## config.mk

```make
export PLATFORM = sky130hd
export DESIGN_NAME = fp_mul_flat
export DESIGN_NICKNAME = d
export VERILOG_FILES = /design/src/rtl/fp_pkg.sv /design/src/rtl/fp_mul_if.sv /design/src/rtl/fp_mul.sv /design/src/flat_wrapper.sv
export SDC_FILE = /design/constraint.sdc
export NUM_CORES = 1
export LEC_CHECK = 0
export CAP_MARGIN = 20
export CORE_ASPECT_RATIO = 1.5
export CORE_MARGIN = 2
export CORE_UTILIZATION = 53
export CTS_BUF_LIST = sky130_fd_sc_hd__clkbuf_8
export CTS_CLUSTER_DIAMETER = 30
export DETAILED_ROUTE_END_ITERATION = 16
export PLACE_DENSITY = 0.79
export SYNTH_ARGS = -nofsm -noshare
export SYNTH_HDL_FRONTEND = slang
export SYNTH_SLANG_ARGS = --single-unit
export TNS_END_PERCENT = 5
```

## constraint.sdc

```tcl
create_clock -name clk -period 4.26 [get_ports clk]
set_clock_uncertainty 0.05 [all_clocks]
set_input_delay 1.065 -clock clk [delete_from_list [all_inputs] [get_ports clk]]
set_output_delay 1.065 -clock clk [all_outputs]
set_load 0.005 [all_outputs]
```

## src/rtl/fp_pkg.sv

```systemverilog
// Shared Q-format definitions for the fixed-point divider and multiplier.
// Carries the default format, the value type and the sign/saturation helpers.
package fp_pkg;

  localparam int FP_WIDTH = 32;
  localparam int FP_FBITS = 24;

  typedef logic signed [FP_WIDTH-1:0] fp_t;

  typedef enum logic [0:0] {
    ST_IDLE = 1'b0,
    ST_RUN  = 1'b1
  } fp_state_e;

  // Magnitude as unsigned; the most negative value maps to 2^(FP_WIDTH-1).
  function automatic logic [FP_WIDTH-1:0] fp_abs(input fp_t x);
    logic [FP_WIDTH-1:0] u;
    u = x;
    if (u[FP_WIDTH-1]) begin
      return ~u + {{(FP_WIDTH-1){1'b0}}, 1'b1};
    end else begin
      return u;
    end
  endfunction

  function automatic fp_t fp_sat_max();
    return {1'b0, {(FP_WIDTH-1){1'b1}}};
  endfunction

  function automatic fp_t fp_sat_min();
    return {1'b1, {(FP_WIDTH-1){1'b0}}};
  endfunction

endpackage

```

## src/rtl/fp_mul_if.sv

```systemverilog
// Handshake and operand/result bundle of the fixed-point multiplier.
// The requester uses the master view, the multiplier the slave view.
interface fp_mul_if
  import fp_pkg::*;
#(
  parameter int WIDTH = FP_WIDTH
);

  logic             start;
  logic [WIDTH-1:0] a;
  logic [WIDTH-1:0] b;
  logic             busy;
  logic             valid;
  logic             ovf;
  logic [WIDTH-1:0] p;

  modport master (
    output start, a, b,
    input  busy, valid, ovf, p
  );

  modport slave (
    input  start, a, b,
    output busy, valid, ovf, p
  );

endinterface

```

## src/rtl/fp_mul.sv

```systemverilog
// Iterative signed Q-format multiplier: shift-add on magnitudes, one multiplier
// bit per cycle, sign and range handling applied on the final iteration.
module fp_mul
  import fp_pkg::*;
#(
  parameter int WIDTH = FP_WIDTH,
  parameter int FBITS = FP_FBITS,
  parameter int SAT   = 0
) (
  input  logic     clk,
  input  logic     rst,
  fp_mul_if.slave  bus
);

  localparam int CW = $clog2(WIDTH + 1);
  localparam logic [CW-1:0]      CNT_ONE  = {{(CW-1){1'b0}}, 1'b1};
  localparam logic [CW-1:0]      CNT_LAST = CW'(WIDTH - 1);
  localparam logic [WIDTH-1:0]   W_ONE    = {{(WIDTH-1){1'b0}}, 1'b1};
  localparam logic [2*WIDTH-1:0] POS_LIM  = {{(WIDTH+1){1'b0}}, {(WIDTH-1){1'b1}}};
  localparam logic [2*WIDTH-1:0] NEG_LIM  = {{WIDTH{1'b0}}, 1'b1, {(WIDTH-1){1'b0}}};

  fp_state_e          state_q, state_d;
  logic               busy_q, busy_d;
  logic               valid_q, valid_d;
  logic               ovf_q, ovf_d;
  logic [WIDTH-1:0]   p_q, p_d;
  logic [CW-1:0]      cnt_q, cnt_d;
  logic [WIDTH-1:0]   mcand_q, mcand_d;
  logic               neg_q, neg_d;
  logic [2*WIDTH-1:0] acc_q, acc_d;

  logic [WIDTH:0]     sum_s;
  logic [2*WIDTH-1:0] acc_next_s;
  logic [2*WIDTH-1:0] mag_s;
  logic [WIDTH-1:0]   mag_lo_s;
  logic               ovf_s;
  logic [WIDTH-1:0]   res_s;

  // The multiplier magnitude sits in the low half of the accumulator, so the
  // bit tested each cycle is acc_q[0] and it is shifted out as the product grows.
  always_comb begin
    sum_s      = {1'b0, acc_q[2*WIDTH-1:WIDTH]}
               + {1'b0, (acc_q[0] ? mcand_q : {WIDTH{1'b0}})};
    acc_next_s = {sum_s, acc_q[WIDTH-1:1]};
    mag_s      = acc_next_s >> FBITS;
    mag_lo_s   = mag_s[WIDTH-1:0];
    ovf_s      = neg_q ? (mag_s > NEG_LIM) : (mag_s > POS_LIM);
    if (ovf_s) begin
      if (SAT != 0) begin
        res_s = neg_q ? fp_sat_min() : fp_sat_max();
      end else begin
        res_s = {WIDTH{1'b0}};
      end
    end else begin
      res_s = neg_q ? (~mag_lo_s + W_ONE) : mag_lo_s;
    end
  end

  // Next-state: start restarts from any state, otherwise iterate while running.
  always_comb begin
    state_d = state_q;
    busy_d  = busy_q;
    valid_d = valid_q;
    ovf_d   = ovf_q;
    p_d     = p_q;
    cnt_d   = cnt_q;
    mcand_d = mcand_q;
    neg_d   = neg_q;
    acc_d   = acc_q;
    if (bus.start) begin
      state_d = ST_RUN;
      busy_d  = 1'b1;
      valid_d = 1'b0;
      ovf_d   = 1'b0;
      cnt_d   = {CW{1'b0}};
      mcand_d = fp_abs(bus.a);
      neg_d   = bus.a[WIDTH-1] ^ bus.b[WIDTH-1];
      acc_d   = {{WIDTH{1'b0}}, fp_abs(bus.b)};
    end else begin
      case (state_q)
        ST_IDLE: begin
          busy_d = 1'b0;
        end
        ST_RUN: begin
          acc_d = acc_next_s;
          cnt_d = cnt_q + CNT_ONE;
          if (cnt_q == CNT_LAST) begin
            state_d = ST_IDLE;
            busy_d  = 1'b0;
            valid_d = 1'b1;
            ovf_d   = ovf_s;
            p_d     = res_s;
          end else begin
            busy_d  = 1'b1;
          end
        end
        default: begin
          state_d = ST_IDLE;
          busy_d  = 1'b0;
        end
      endcase
    end
  end

  // State and datapath registers with synchronous reset.
  always_ff @(posedge clk) begin
    if (rst) begin
      state_q <= ST_IDLE;
      busy_q  <= 1'b0;
      valid_q <= 1'b0;
      ovf_q   <= 1'b0;
      p_q     <= {WIDTH{1'b0}};
      cnt_q   <= {CW{1'b0}};
      mcand_q <= {WIDTH{1'b0}};
      neg_q   <= 1'b0;
      acc_q   <= {(2*WIDTH){1'b0}};
    end else begin
      state_q <= state_d;
      busy_q  <= busy_d;
      valid_q <= valid_d;
      ovf_q   <= ovf_d;
      p_q     <= p_d;
      cnt_q   <= cnt_d;
      mcand_q <= mcand_d;
      neg_q   <= neg_d;
      acc_q   <= acc_d;
    end
  end

  assign bus.busy  = busy_q;
  assign bus.valid = valid_q;
  assign bus.ovf   = ovf_q;
  assign bus.p     = p_q;

endmodule

```

## src/flat_wrapper.sv

```systemverilog
// flat-port wrapper written by rule: the top's interface ports become plain ports
module fp_mul_flat import fp_pkg::*;
#(
  parameter int WIDTH = FP_WIDTH,
  parameter int FBITS = FP_FBITS,
  parameter int SAT   = 0
)
  (clk, rst, bus_start, bus_a, bus_b, bus_busy, bus_valid, bus_ovf, bus_p);
  fp_mul_if #(.WIDTH(WIDTH)) bus_i ();
  input  logic clk;
  input  logic rst;
  input wire logic [$bits(bus_i.start)-1:0] bus_start;
  input wire logic [$bits(bus_i.a)-1:0] bus_a;
  input wire logic [$bits(bus_i.b)-1:0] bus_b;
  output wire logic [$bits(bus_i.busy)-1:0] bus_busy;
  output wire logic [$bits(bus_i.valid)-1:0] bus_valid;
  output wire logic [$bits(bus_i.ovf)-1:0] bus_ovf;
  output wire logic [$bits(bus_i.p)-1:0] bus_p;
  assign bus_i.start = bus_start;
  assign bus_i.a = bus_a;
  assign bus_i.b = bus_b;
  assign bus_busy = bus_i.busy;
  assign bus_valid = bus_i.valid;
  assign bus_ovf = bus_i.ovf;
  assign bus_p = bus_i.p;
  fp_mul #(.WIDTH(WIDTH), .FBITS(FBITS), .SAT(SAT)) u_core (.clk(clk), .rst(rst), .bus(bus_i));
endmodule
```

-- After elaboration in Yosys (flattened, before gate mapping)
Cells that the tools add are included.
- add/subtract/negate cells: 5
- order comparisons: 2
- equal/unequal tests: 1
- muxes and demuxes: 13
- bitwise gates (word level): 6
- reductions and logical operators: 4
- operators with widths (cell ; count):
    $mux W32 ; 7
    $add A32 B1 Y32 const B ; 3
    $not A32 Y32 ; 3
    $gt A40 B31 Y1 const B ; 1
    $gt A40 B32 Y1 const B ; 1
    $add A32 B32 Y33 ; 1
    $add A6 B1 Y6 const B ; 1
    $eq A6 B5 Y1 const B ; 1
    $mux W1 ; 5
    $reduce_and A3 Y1 ; 1
    $not A1 Y1 ; 2
    $pmux W1 S2 ; 1
    $reduce_and A2 Y1 ; 1
    $reduce_bool A2 Y1 ; 1
    $reduce_or A2 Y1 ; 1
    $xor A1 B1 Y1 ; 1
- register bits after elaboration: 139
- input bits: 67
- output and inout port bits: 35
- word-level logic and storage cells: 41

-- Longest topological paths before layout
Gate-level depths: netlist of run 1.
- depth after elaboration: 6
- gate-level depth with buffers: 16
- depth with buffers taken out: 14

-- Worst setup path after synthesis of run 1
No wires, ideal clock.
- kind: register to register
- from: register u_core.acc_q[0]
- to: register u_core.p_q[14] (netlist: u_core.bus.p[14])
- library setup time: 0.067 ns
- data arrival time: 3.827 ns
- data required time: 4.143 ns
- setup slack: 0.316 ns
- cell stages (with the launch flop): 15
- path buffers: 2
- period minus slack after synthesis: 3.944 ns
- cell sequence: dfxtp_1 -> clkbuf_1 -> nand2_1 -> fa_1 -> nand2b_1 -> a21oi_2 -> o21ai_0 -> o221ai_1 -> xor2_1 -> or3_2 -> or4_4 -> o41ai_4 -> nand4_4 -> buf_6 -> o21ai_2
- word-level cells in the longest chain between the ends: 6
- ends and longest elaborated chain (item ; RTL line ; source):
    start, declared ; fp_mul.sv:30 ; logic [2*WIDTH-1:0] acc_q, acc_d;
    start signal, assigned ; fp_mul.sv:116 ; acc_q <= {(2*WIDTH){1'b0}};
    $mux W32 (*) ; fp_mul.sv:43 ; + {1'b0, (acc_q[0] ? mcand_q : {WIDTH{1'b0}})};
    $add A32 B32 Y33 (*) ; fp_mul.sv:43 ;
    $not A32 Y32 ; fp_mul.sv:55 ; res_s = neg_q ? (~mag_lo_s + W_ONE) : mag_lo_s;
    $add A32 B1 Y32 ; fp_mul.sv:55 ;
    $mux W32 ; fp_mul.sv:55 ;
    $mux W32 (*) ; fp_mul.sv:48 ; if (ovf_s) begin
    end signal, assigned ; fp_mul.sv:112 ; p_q <= {WIDTH{1'b0}};
    end signal, assigned ; fp_mul.sv:122 ; p_q <= p_d;
    end, declared ; fp_mul.sv:26 ; logic [WIDTH-1:0] p_q, p_d;
Mark *: on every way between the ends. The rest lies on a longest branch, timed or not.
A chain may end at the register's enable or synchronous reset.

-- Worst setup path after layout of run 1
- from: register u_core.acc_q[0]
- to: register u_core.p_q[7] (netlist: u_core.bus.p[7])
Same word-level chain as after synthesis.

==> flow_summary.toml, run 1 <==
[run_status]
outcome = "completed"

[timing]
max_slew_margin = 0.320
finalHoldViolCount = 0
drv_slew = 0
holdWs_ns = 0.399
fmax_ghz = 0.240
fin_crit_sh = 0.979
worst_pin_slew_ns = 1.02
finalSetupTns_ns = 0
fin_ws_ns = 0.0905
finalCriticalPeriod_ns = 4.17
setup_viol = 0

[final_layout]
fin_cells = 1431
n_antenna_cell = 0
drive_above_1_share = 0.124
area_growth_pct = 21.7
nNetsFinal = 1312
fillers = 1427

[global_routing]
grt_usage = 0.257
grt_max_degree = 70
antenna_found_initial = 0
grt-ovfl-total = 0
grt_pass1_vias = 7910
grt_pass1_wl_mm = 37.7

[logic_synthesis]
yosys.area_share.simple = 0.204
yosysWarnings = 0
synth-async-reset-ratio = 0
syn-num-nets = 1198
synth_adder_area_share = 0.0520
synth_compound_area_frac = 0.239
synth_xor_area_frac = 0.114
synth.avg_cell_area_um2 = 8.27
synth.area.mux_share = 0.0433
yosysSeqAreaShare = 0.305
ys_ff_latch = 138
syn_inst = 1094
mappedNetlistArea_um2 = 9040
synth_edf_count = 0
synth_top_family_by_area = "compound AO/OA/AOI/OAI gates"
synth.distinct_cells = 71
synthFlopType = "dfxtp_1"

[clocking]
cts_buffer_depth = 2
cts_hold_repair.buffers = 0
clk-insertion-delay-late_ns = 0.47
htree_num_levels = 4
root_buffer = "clkbuf_8"
cts.sinks = 138
numCtsBuffers = 17
cts.clk_slew.worst_paths_ns = 0.07
tritoncts = "done"

[place]
place_ws_ns = -0.245
routabilityCongestion = 0.953
dp.cells = 1397
hpwlAfterDp_mm = 18.1
io_buffer_count = 101

[worst_setup_path]
arrival_ns = 4.52
criticalPathCategory = "flop to flop"
crit_fanout = 31
required_ns = 4.62
critPathLaunchType = "flop"
end_kind = "flop"

[pwr]
total_power_mw = 3.10
p_int_mw = 2.23
swShare = 0.280
power_frac_seq = 0.450
power.switching_uw = 867
combPwrFrac = 0.175
vdd_drop_max_mv = 0.229
powerDensity_nw_per_um2 = 282
p_leak_nw = 4.34
clkPwrFrac = 0.375

[floorplanning]
dieArea_um2 = 18100
core_region_area_um2 = 16800
die_x_um = 111
start_util = 0.539
pin_count = 102
die_h_um = 164
rows = 58

[detailed_routing]
drt_iter0_markers = 394
ant_nets = 0
drc = 0
vias = 8329
routedWlPerCell_um = 16.5
routed_via_density = 5.82
dr.pass1.iters = 5
postRouteWirelength_mm = 23.6

[run]
maxCapViolCount = 0

[worst_hold_path]
hp-class = "flop to flop"
[layout make-up]
cell class / instances / area (um^2) / area share
clock inverters: 11 / 144 / 0.0131
repair buffers: 162 / 1490 / 0.135
inverters: 19 / 71.3 / 0.00648
flip-flops and latches: 138 / 2770 / 0.252
multi-input cells: 870 / 5980 / 0.543
well taps: 210 / 263 / 0.0239
clock buffers: 21 / 289 / 0.0263
[cell usage after synthesis (3+ instances only)]
| cell type | number | area share |
|---|---|---|
| dfxtp_1 | 138 | 0.31 |
| nand2_1 | 99 | 0.041 |
| o21ai_0 | 50 | 0.028 |
| clkbuf_1 | 45 | 0.019 |
| o21ai_1 | 4 | 0.0022 |
| nand4b_1 | 3 | 0.0029 |
| mux2i_1 | 38 | 0.042 |
| and2_1 | 36 | 0.025 |
| nor4_1 | 11 | 0.0076 |
| nand2b_1 | 11 | 0.0076 |
| a211oi_1 | 94 | 0.078 |
| inv_1 | 19 | 0.0079 |
| o211ai_1 | 5 | 0.0042 |
| nor2_1 | 104 | 0.043 |
| and3_2 | 3 | 0.0025 |
| buf_6 | 5 | 0.0062 |
| and3_1 | 5 | 0.0035 |
| o21ai_2 | 27 | 0.026 |
| a21o_1 | 9 | 0.0075 |
| nor3_1 | 8 | 0.0044 |
| o21a_1 | 3 | 0.0025 |
| buf_1 | 12 | 0.0050 |
| nand4_1 | 11 | 0.0076 |
| a31oi_1 | 11 | 0.0076 |
| nand3_1 | 13 | 0.0072 |
| nor2b_1 | 28 | 0.019 |
| or4_1 | 13 | 0.011 |
| ha_1 | 36 | 0.050 |
| o31ai_1 | 22 | 0.018 |
| a21oi_1 | 43 | 0.024 |
| o41ai_1 | 11 | 0.011 |
| o211a_1 | 5 | 0.0055 |
| xnor2_1 | 37 | 0.036 |
| xor2_1 | 81 | 0.078 |
| or3_1 | 12 | 0.0083 |
[metal layers]
| metal | track usage | part of all wire | up-vias |
|---|---|---|---|
| li1 | - | - | 4199 |
| met1 | 0.269 | 0.38 | 3869 |
| met2 | 0.473 | 0.52 | 198 |
| met3 | 0.0391 | 0.039 | 63 |
| met4 | 0.174 | 0.061 | 0 |
| met5 | 0 | 0 | - |
[power by group through the flow]
stage,clock (mW),sequential (mW),combinational [mW]
floorplan,0,1.39,0.359
global placement,0,1.42,0.522
detailed placement,0,1.42,0.532
CTS,1.18,1.39,0.535
global route,1.23,1.40,0.596
finish,1.16,1.39,0.544
[worst paths after layout]
| check | startpoint | endpoint | slack (ns) | depth (start not counted) |
|---|---|---|---|---|
| setup / recovery | u_core.acc_q[0] | u_core.bus.p[7] | 0.09 | 16 |
| setup reg to reg | u_core.acc_q[0] | u_core.bus.p[7] | 0.09 | 16 |
| hold reg to reg | u_core.bus.p[23] | u_core.bus.p[23] | 0.40 | 2 |
| hold / removal | u_core.bus.p[23] | u_core.bus.p[23] | 0.40 | 2 |
[layout by cell type, fill, tap and decap left out, drive strengths merged, types with 13 or more instances in the layout]
| cell type | instances |
|---|---|
| a211oi | 94 |
| a21oi | 44 |
| and2 | 37 |
| buf | 63 |
| clkbuf | 21 |
| clkdlybuf4s50 | 99 |
| dfxtp | 138 |
| ha | 36 |
| inv | 20 |
| mux2i | 38 |
| nand2 | 99 |
| nand3 | 13 |
| nor2 | 104 |
| nor2b | 28 |
| o21ai | 81 |
| o31ai | 23 |
| or3 | 13 |
| or4 | 14 |
| xnor2 | 37 |
| xor2 | 81 |
[critical path: stages (launching register included)]
cell and delay (ns):
dfxtp_2 0.34, buf_12 0.15, and2_4 0.17, ha_1 0.29, o211ai_1 0.23, a21oi_2 0.09, buf_4 0.14, buf_4 0.14
o41ai_4 0.30, xor2_1 0.24, nor4b_4 0.29, nand3_2 0.13, or4_4 0.54, o41ai_4 0.44, nand4_4 0.17, buf_8 0.22
o21ai_2 0.14
[registers in the layout, summed over array words and instances (netlist names)]
register          flops
u_core.bus.busy       1
u_core.bus.p         32
u_core.cnt_q          6
u_core.mcand_q       32
u_core.neg_q          1
u_core.bus.ovf        1
u_core.bus.valid      1
u_core.acc_q         64
[through the flow]
step           instance area, um^2  utilization
4_1_cts                      10900        0.649
5_1_grt                      11000        0.656
3_3_place_gp                 10500        0.624
2_1_floorplan                 9040            -
3_5_place_dp                 10500        0.624
6_report                     11000        0.656
[repair_timing]
item / CTS / global route
endpoints found under the hold margin: 0 / 0
endpoints found under the setup margin: 0 / 33
setup buffers: 0 / 2
resized for setup: 0 / 23
[cell families after synthesis]
| family | Yosys count |
|---|---|
| multiplexers | 39 |
| XOR/XNOR | 118 |
| flip-flops | 138 |
| buffers and inverters | 86 |
| AND/OR/NAND/NOR | 369 |
| AO/OA/AOI/OAI | 307 |
| adder cells (fa/ha/maj) | 37 |
Power figures use the tool's default switching activity.
==> run 2, diff against run 1 <==
--- a/config.mk
+++ b/config.mk
@@ -12,6 +12,7 @@
 export CTS_BUF_LIST = sky130_fd_sc_hd__clkbuf_8
 export CTS_CLUSTER_DIAMETER = 30
 export DETAILED_ROUTE_END_ITERATION = 16
+export MAX_ROUTING_LAYER = met4
 export PLACE_DENSITY = 0.79
 export SYNTH_ARGS = -nofsm -noshare
 export SYNTH_HDL_FRONTEND = slang
==> flow_summary.toml, run 2 (synthesis results as in run 1) <==
[global_routing]
grt-ovfl-total = 0
grt_usage = 0.272
grt_pass1_vias = 8294
grt_pass1_wl_mm = 39.1
antenna_found_initial = 0
grt_max_degree = 65

[place]
io_buffer_count = 101
post_dp_cell_area_um2 = 10500
routabilityCongestion = 0.992
hpwlAfterDp_mm = 18.5

[timing]
holdWs_ns = 0.395
finalSetupTns_ns = 0
fmax_ghz = 0.248
finalCriticalPeriod_ns = 4.04
rsz0062_at_grt = "true"
drv_slew = 0
finalHoldViolCount = 0
worst_pin_slew_ns = 0.935
fin_crit_sh = 0.948
setup_viol = 0
max_slew_margin = 0.376

[detailed_routing]
ant_nets = 0
routed_via_density = 5.85
drc = 0
vias = 8427
routedWlPerCell_um = 16.7
dr.pass1.iters = 5
drt_iter0_markers = 381
postRouteWirelength_mm = 24.0

[worst_setup_path]
reg2reg_slack_ns = 0.22
r2r_start = "u_core.acc_q[0]"
crit_fanout = 23
critPathLaunchType = "flop"
criticalPathCategory = "flop to flop"
slowest_stage = "or4_4"
required_ns = 4.57
rr_worst_depth = 15
crit_family = "simple AND/OR/NAND/NOR gates"
crit_buf_inv = 3
path_cells = "buf_8 -> and2_1 -> ha_1 -> o211ai_1 -> a21oi_2 -> buf_4 -> o41ai_1 -> xor2_1 -> nor4b_4 -> nand3_1 -> or4_4 -> o41ai_4 -> nand4_4 -> buf_6 -> o21ai_0"
r2r_end = "u_core.bus.p[31]"
max_stage_delay_ns = 0.49
arrival_ns = 4.35
end_kind = "flop"

[clocking]
cts_buffer_depth = 2
htree_num_levels = 4
root_buffer = "clkbuf_8"
cts_hold_repair.buffers = 0
numCtsBuffers = 17
clk-insertion-delay-late_ns = 0.44
cts.sinks = 138
cts.clk_slew.worst_paths_ns = 0.08
tritoncts = "done"

[floorplanning]
dieArea_um2 = 18100
die_h_um = 164
start_util = 0.539
core_region_area_um2 = 16800
rows = 58
pin_count = 102
die_x_um = 111

[pwr]
total_power_mw = 3.13
power_frac_seq = 0.444
swShare = 0.282
powerDensity_nw_per_um2 = 283
p_leak_nw = 4.38
combPwrFrac = 0.175
vdd_drop_max_mv = 0.180
p_int_mw = 2.25
power.switching_uw = 882
clkPwrFrac = 0.381

[final_layout]
final_common_cell = "dfxtp_1"
layout_common_cells = "dfxtp_1 (135), nor2_1 (103), nand2_1 (99), clkdlybuf4s50_1 (99), a211oi_1 (93)"
largest-register = "u_core.acc_q"
n_antenna_cell = 0
drive_above_1_share = 0.132
largest_register_ffs = 64
design_area_um2 = 11100
nNetsFinal = 1322
area_growth_pct = 22.3

[run]
maxCapViolCount = 0

[worst_hold_path]
hp-class = "flop to flop"
holdPathEnd = "u_core.bus.p[26]"
min_path_cells = 2
min_from = "u_core.bus.p[26]"

[run_status]
outcome = "completed"
run 2: cell count changes in the layout (fill, tap and decap cells not counted), moves of 2 or more:
cell      change
inv_6         +3
buf_4        +10
ha_1          +2
clkbuf_8      -3
run 2: final cells by class:
cell class / instances / area, um^2
multi-input combinational: 870 / 5960
tap: 210 / 263
sequential: 138 / 2770
fill: 1434 / 5700
clock buffer: 18 / 248
clock inverter: 13 / 191
inverter: 19 / 71.3
timing repair buffer: 172 / 1560
run 2: what timing repair did:
action                                  CTS  global route
endpoints found under the setup margin    0            36
resized for setup                         0            22
buffers inserted                          0             3
run 2: worst max path at each step:
stage | start | to | slack [ns] | cells after the start
floorplan | u_core.acc_q[0] | u_core.bus.p[14] | 0.32 | 14
global placement | bus_b[4] | u_core.acc_q[29] | -0.15 | 11
detailed placement | bus_b[4] | u_core.acc_q[29] | -0.22 | 11
CTS | u_core.acc_q[0] | u_core.bus.p[5] | 0.03 | 16
global route | u_core.acc_q[0] | u_core.bus.p[25] | -0.01 | 15
finish | u_core.acc_q[0] | u_core.bus.p[31] | 0.22 | 15
run 2: power by group through the flow:
stage | Sequential (mW) | Combinational, mW | Clock (mW)
after floorplan | 1.39 | 0.359 | 0
after global placement | 1.42 | 0.530 | 0
after detailed placement | 1.42 | 0.539 | 0
after CTS | 1.39 | 0.543 | 1.21
after global routing | 1.40 | 0.602 | 1.26
final | 1.39 | 0.548 | 1.20
run 2: layer usage:
metal | up-vias | global-route usage | wire, um
li1 | 4203 | - | -
met1 | 3911 | 0.273 | 9100
met2 | 234 | 0.504 | 12600
met3 | 79 | 0.0365 | 853
met4 | 0 | 0.155 | 1450
met5 | - | - | 0
run 2: per-stage QoR:
stage,cells,setup WS (ns),utilization
floorplan,1094,0.316,-
global placement,1406,-0.152,0.628
detailed placement,1406,-0.225,0.628
CTS,1437,0.0342,0.654
global route,1440,-0.0113,0.660
finish,1440,0.221,0.660
run 2: worst reg2reg max path: cells and delay by family, from the launching register on:
family                   cells  cell delay (ns)
adder cells (fa/ha/maj)      1             0.37
flip-flops                   1             0.33
buffers and inverters        3             0.50
AO/OA/AOI/OAI                5             1.22
XOR/XNOR                     1             0.24
AND/OR/NAND/NOR              5             1.28
